## config.mk

```make
export PLATFORM = sky130hd
export DESIGN_NAME = mem_rd_arbiter
export DESIGN_NICKNAME = d
export VERILOG_FILES = /design/src/rtl/cache_pkg.sv /design/src/rtl/rr_pick2.sv /design/src/rtl/mem_rd_arbiter.sv
export SDC_FILE = /design/constraint.sdc
export NUM_CORES = 1
export LEC_CHECK = 0
export CAP_MARGIN = 15
export CORE_AREA = 2 2 82 84
export DETAILED_ROUTE_END_ITERATION = 6
export DIE_AREA = 0 0 84 86
export GPL_TIMING_DRIVEN = 0
export PLACE_DENSITY = 0.76
export SYNTH_ARGS = -nofsm -noshare
export SYNTH_HDL_FRONTEND = slang
export SYNTH_SLANG_ARGS = --single-unit
```

## constraint.sdc

```tcl
create_clock -name clk -period 4.25 [get_ports clk]
set_input_delay 0.85 -clock clk [delete_from_list [all_inputs] [get_ports clk]]
set_output_delay 0.85 -clock clk [all_outputs]
set_load 0.1 [all_outputs]
```

## src/rtl/cache_pkg.sv

```systemverilog
// Purpose: shared types and constants for the cache refill read path.
// Latency: n/a (definitions only).
// Backpressure: n/a.
//
// Contents: one-hot arbiter states, requester ids, default burst length.
package cache_pkg;

   // One-hot arbiter state encoding.
   typedef enum logic [2:0] {
      ARB_IDLE = 3'b001,
      ARB_REQ  = 3'b010,
      ARB_DATA = 3'b100
   } arb_state_t;

   // Requester ids; also the bit index of each requester in a valid vector.
   localparam logic REQ_IC = 1'b0;
   localparam logic REQ_DC = 1'b1;

   localparam int CACHE_BURST_LEN = 8;

endpackage

```

## src/rtl/rr_pick2.sv

```systemverilog
// Purpose: two-way round-robin winner selection.
// Latency: combinational, zero cycles.
// Backpressure: none; pure function of its inputs.
//
// Ports:
//   valid      [1:0] request valids, index = requester id
//   last_grant       id of the requester served most recently
//   win              at least one requester is valid
//   grant_id         id of the chosen requester (REQ_IC when nothing is valid)
module rr_pick2
   import cache_pkg::*;
(
   input  logic [1:0] valid,
   input  logic       last_grant,
   output logic       win,
   output logic       grant_id
);

   always_comb begin
      win      = |valid;
      grant_id = REQ_IC;
      if (&valid) begin
         // Tie: hand the channel to whoever did not have it last.
         grant_id = ~last_grant;
      end else if (valid[1]) begin
         grant_id = REQ_DC;
      end
   end

endmodule

```

## src/rtl/mem_rd_arbiter.sv

```systemverilog
// Purpose: shares one memory read-burst channel between I-cache (port 0) and D-cache (port 1).
// Latency: 1 idle cycle per burst for arbitration; request and beats pass through combinationally.
// Backpressure: mem req_ready drives the granted req_ready; granted rsp_ready drives mem rsp_ready.
//
// Ports:
//   clk, rst                      clock (rising edge), asynchronous active-high reset
//   ic_rd_req_* / dc_rd_req_*     cache read requests (valid, addr, ready)
//   ic_rd_rsp_* / dc_rd_rsp_*     beats back to the caches (valid, data, last, ready)
//   mem_rd_req_*                  request to memory (valid, addr, ready)
//   mem_rd_rsp_*                  beats from memory (valid, data, last, ready)
//   busy                          a grant is held (state is not IDLE)
module mem_rd_arbiter
   import cache_pkg::*;
#(
   parameter int ADDR_W    = 32,
   parameter int DATA_W    = 32,
   parameter int BURST_LEN = CACHE_BURST_LEN
)
(
   input  logic              clk,
   input  logic              rst,

   input  logic              ic_rd_req_valid,
   input  logic [ADDR_W-1:0] ic_rd_req_addr,
   output logic              ic_rd_req_ready,
   output logic              ic_rd_rsp_valid,
   output logic [DATA_W-1:0] ic_rd_rsp_data,
   output logic              ic_rd_rsp_last,
   input  logic              ic_rd_rsp_ready,

   input  logic              dc_rd_req_valid,
   input  logic [ADDR_W-1:0] dc_rd_req_addr,
   output logic              dc_rd_req_ready,
   output logic              dc_rd_rsp_valid,
   output logic [DATA_W-1:0] dc_rd_rsp_data,
   output logic              dc_rd_rsp_last,
   input  logic              dc_rd_rsp_ready,

   output logic              mem_rd_req_valid,
   output logic [ADDR_W-1:0] mem_rd_req_addr,
   input  logic              mem_rd_req_ready,
   input  logic              mem_rd_rsp_valid,
   input  logic [DATA_W-1:0] mem_rd_rsp_data,
   input  logic              mem_rd_rsp_last,
   output logic              mem_rd_rsp_ready,

   output logic              busy
);

   localparam int BEAT_W = (BURST_LEN > 1) ? $clog2(BURST_LEN) : 1;

   arb_state_t        state;
   arb_state_t        state_nxt;
   logic              grant_id;
   logic              last_grant;
   logic [BEAT_W-1:0] beat_cnt;

   logic              pick_win;
   logic              pick_id;
   logic              req_hs;
   logic              rsp_hs;

   rr_pick2 u_pick (
      .valid      ({dc_rd_req_valid, ic_rd_req_valid}),
      .last_grant (last_grant),
      .win        (pick_win),
      .grant_id   (pick_id)
   );

   always_ff @(posedge clk or posedge rst) begin
      if (rst) begin
         state <= ARB_IDLE;
      end else begin
         state <= state_nxt;
      end
   end

   // Next state plus all handshake/datapath muxing. Everything not owned by
   // the current state stays at zero so the idle bus is quiet.
   always_comb begin
      state_nxt        = state;
      req_hs           = 1'b0;
      rsp_hs           = 1'b0;
      mem_rd_req_valid = 1'b0;
      mem_rd_req_addr  = '0;
      mem_rd_rsp_ready = 1'b0;
      ic_rd_req_ready  = 1'b0;
      ic_rd_rsp_valid  = 1'b0;
      ic_rd_rsp_data   = '0;
      ic_rd_rsp_last   = 1'b0;
      dc_rd_req_ready  = 1'b0;
      dc_rd_rsp_valid  = 1'b0;
      dc_rd_rsp_data   = '0;
      dc_rd_rsp_last   = 1'b0;

      case (state)
         ARB_IDLE: begin
            if (pick_win) begin
               state_nxt = ARB_REQ;
            end
         end

         ARB_REQ: begin
            mem_rd_req_valid = 1'b1;
            if (grant_id == REQ_DC) begin
               mem_rd_req_addr = dc_rd_req_addr;
               dc_rd_req_ready = mem_rd_req_ready;
            end else begin
               mem_rd_req_addr = ic_rd_req_addr;
               ic_rd_req_ready = mem_rd_req_ready;
            end
            req_hs = mem_rd_req_ready;
            if (req_hs) begin
               state_nxt = ARB_DATA;
            end
         end

         ARB_DATA: begin
            if (grant_id == REQ_DC) begin
               dc_rd_rsp_valid  = mem_rd_rsp_valid;
               dc_rd_rsp_data   = mem_rd_rsp_data;
               dc_rd_rsp_last   = mem_rd_rsp_last;
               mem_rd_rsp_ready = dc_rd_rsp_ready;
            end else begin
               ic_rd_rsp_valid  = mem_rd_rsp_valid;
               ic_rd_rsp_data   = mem_rd_rsp_data;
               ic_rd_rsp_last   = mem_rd_rsp_last;
               mem_rd_rsp_ready = ic_rd_rsp_ready;
            end
            rsp_hs = mem_rd_rsp_valid & mem_rd_rsp_ready;
            // Memory's last flag ends the burst even if the beat count
            // disagrees, so a short burst can never wedge the channel.
            if (rsp_hs && mem_rd_rsp_last) begin
               state_nxt = ARB_IDLE;
            end
         end

         default: begin
            state_nxt = ARB_IDLE;
         end
      endcase
   end

   always_ff @(posedge clk or posedge rst) begin
      if (rst) begin
         grant_id   <= REQ_IC;
         last_grant <= REQ_DC;   // makes the I-cache win the first tie
         beat_cnt   <= '0;
      end else begin
         if (state == ARB_IDLE && pick_win) begin
            grant_id <= pick_id;
         end
         if (req_hs) begin
            beat_cnt <= '0;
         end else if (rsp_hs) begin
            beat_cnt <= beat_cnt + 1'b1;
         end
         if (rsp_hs && mem_rd_rsp_last) begin
            last_grant <= grant_id;
         end
      end
   end

   assign busy = (state != ARB_IDLE);

endmodule

```

==> run_results.csv, run 1 <==
group,metric,value,unit
clock_network,clkLatencyLatePin,0.22,ns
worst_setup_path,crit_path_top_delay_cell,"clkdlybuf4s50_1",
clock_network,postCtsSetupBuffers,0,
timing,fin_crit_sh,0.851,
clock_network,tritoncts.num_buffers,3,
logic_synthesis,netlist.area_leader.share,0.326,
die,ios,210,
worst_setup_path,crit_top_cell,"clkdlybuf4s50_1",
timing,fmax,0.277,GHz
worst_setup_path,cp-end-kind,"output pin",
worst_setup_path,worstPathMaxFanout,4,
power,p_leak,1.49,nW
logic_synthesis,yosys_warnings,0,
hold_path,whs_path_depth,1,
clock_network,postCtsHoldBufs,0,
routing,drtIter0Drc,14,
die,fp.dieW,84,um
global_route,antenna_found_initial,0,
global_route,grt_pass1_wl,9.31,mm
cells_and_area,layout-drive-gt1-share,0.0483,
cells_and_area,area_delta_synth_final,171,%
die,die_h,86,um
logic_synthesis,ys_types,23,
cells_and_area,multi_input_area,0.00106,sq mm
worst_setup_path,path_delay_family,"buffers and inverters",
die,dieArea,0.00722,sq mm
timing,clock_skew,0.00209,ns
logic_synthesis,yosysMostFrequentCell,"and2_1",
global_route,grt_overflow,0,
timing,setup_tns,0,ns
hold_path,hold_class,"reg2reg",
die,start_util,0.208,
worst_setup_path,reg2regPathDepth,4,
routing,drtAntennaViolNets,0,
logic_synthesis,synth_top_area_cell,"and2_1",
worst_setup_path,crit_chain,"clkdlybuf4s50_1 > mux2i_1 > nor2_1 > clkdlybuf4s50_1",
timing,finalSetupViolCount,0,
worst_setup_path,cp_data_required_time,3.40,ns
worst_setup_path,worstReg2RegEnd,"last_grant",
worst_setup_path,setup.worst_path.start_class,"primary input",
global_route,grt_max_degree,11,
logic_synthesis,synth_area_leaders,"and2_1, mux2i_1, nor2_1, dfrtp_1, buf_6",
cells_and_area,nets,499,
logic_synthesis,ys.flop_type,"dfrtp_1",
global_route,grt.total_usage,0.157,
placement,place.gp.congestion,0.874,
clock_network,tritoncts,"built",
logic_synthesis,synthArstFlopShare,1.00,
worst_setup_path,r2r_slack,2.69,ns
worst_setup_path,critical_path_class,"in2out",
routing,routed_via_density,4.32,
clock_network,post_cts_resized,0,
routing,dr.pass1.iters,4,
worst_setup_path,worstPathArrival,2.76,ns
logic_synthesis,syn_inst,180,
timing,slew_headroom,0.284,
clock_network,cts_buffer_depth,2,
timing,drv_slew,0,
global_route,grt_pass1_vias,2014,
placement,portBuffers,209,
clock_network,path_clk_slew,0.03,ns
flow_run,drv_cap,0,
power,power_density,492,mW/mm^2
hold_path,holdPathEnd,"state[2]",
timing,finalHoldViolCount,0,
timing,fin_crit,3.61,ns
logic_synthesis,avgSynthCellArea,7.25,sq um
cells_and_area,utilization,0.564,
timing,tightest_slew,1.07,ns
outcome,status,"finished, final reports clean",
hold_path,hp-start,"state[0]",
clock_network,htree_levels,1,
logic_synthesis,synth_common_cells,"and2_1, nor2_1, mux2i_1",
routing,drc,0,
clock_network,cts_num_sinks,5,
power,vdd_drop_max,0.424,mV
routing,via_count,2030,
cells_and_area,diodes,0,
timing,fin_ws,0.635,ns
die,coreArea,0.00628,sq mm
cells_and_area,final-seq-area,128,sq um
timing,rsz0062_at_grt,"no",
logic_synthesis,synth-seq-cells,5,
cells_and_area,n_fill_cell,582,
routing,wire_per_inst,13.4,um
placement,dp_slack,0.639,ns
logic_synthesis,yosysSeqAreaShare,0.0978,
die,rows,29,
worst_setup_path,r2r_start,"grant_id",
worst_setup_path,critPathBufInv,2,
logic_synthesis,syn_area,0.00131,sq mm
routing,wirelength,6.29,mm
logic_synthesis,synth_edf_count,0,
placement,hpwl,5.79,mm
power,totalPowerFinal,1.74,mW
worst_setup_path,cpPeakStageDelay,1.14,ns
logic_synthesis,synth.net_count,285,
clock_network,clock-root-buffer,"clkbuf_8",
## metrics by stage
step	instance area [sq um]	hold WS, ns	instances
after detailed placement	3490	0.538	466
after global routing	3540	0.557	470
after floorplan	1310	0.494	180
final	3540	0.537	470
after global placement	3490	0.540	466
after CTS	3540	0.547	470
## worst register-to-register path, cell delays in order (launching register included)
cell and delay [ns]:
dfrtp_1 0.31, buf_2 0.29, mux2i_1 0.46, nor3_2 0.10
mux2_1 0.32
## worst max-delay path by stage
stage / startpoint / to / slack, ns / cells after the start
floorplan: dc_rd_rsp_ready / mem_rd_rsp_ready / 1.15 / 2
global placement: ic_rd_rsp_ready / mem_rd_rsp_ready / 0.66 / 4
detailed placement: dc_rd_rsp_ready / mem_rd_rsp_ready / 0.64 / 4
CTS: dc_rd_rsp_ready / mem_rd_rsp_ready / 0.62 / 4
global route: state[2] / ic_rd_rsp_data[11] / 0.54 / 5
finish: dc_rd_rsp_ready / mem_rd_rsp_ready / 0.64 / 4
## layout make-up
class                   instances  share of cell area
repair buffers                209               0.591
multi-input cells             157               0.300
plain buffers                  13              0.0279
well taps                      77              0.0272
clock buffers                   4              0.0127
inverters                       5             0.00530
flip-flops and latches          5              0.0361
## cells by family after synthesis
family / count (synthesis) / synth area share
and+or+nand+nor: 116 / 0.512
buffers and inverters: 18 / 0.0901
AOI/OAI and AO/OA: 7 / 0.0383
DFF: 5 / 0.0978
muxes: 34 / 0.262
## sequential cells by signal (all words and copies together) (netlist names)
name	count
state	3
grant_id	1
last_grant	1
## layer usage
layer,up-vias,global-route usage,wire (um)
met2,136,0.337,3530
met1,882,0.140,2020
met5,-,0,0
li1,1006,-,-
met3,6,0.0510,697
met4,0,0.0308,46
## layout by cell type (no fill, tap or decap), types with 2 or more instances in the layout
master | synthesis | routed
buf_2 | 4 | 4
mux2i_1 | 33 | 33
and2_1 | 68 | 68
clkbuf_8 | 0 | 3
nand2_1 | 4 | 4
o211ai_1 | 2 | 2
nor2_1 | 35 | 35
inv_1 | 5 | 5
and3_1 | 2 | 2
dfrtp_1 | 3 | 3
clkbuf_1 | 3 | 4
nor2_8 | 2 | 2
dfstp_2 | 2 | 2
clkdlybuf4s50_1 | 0 | 209
buf_6 | 6 | 6
o22ai_1 | 2 | 2
## power by group
part           switching [mW]  internal [mW]
clock network          0.0215         0.0642
logic                    1.12          0.441
registers              0.0195         0.0721
(Power assumes the default switching activity.)
==> run 2: changes to the inputs <==
--- a/config.mk
+++ b/config.mk
@@ -10,6 +10,7 @@
 export DETAILED_ROUTE_END_ITERATION = 6
 export DIE_AREA = 0 0 84 86
 export GPL_TIMING_DRIVEN = 0
+export HOLD_SLACK_MARGIN = 0.03
 export PLACE_DENSITY = 0.76
 export SYNTH_ARGS = -nofsm -noshare
 export SYNTH_HDL_FRONTEND = slang
==> results of run 2 <==
Final layout, timing and power as in run 1 (identical DEF).
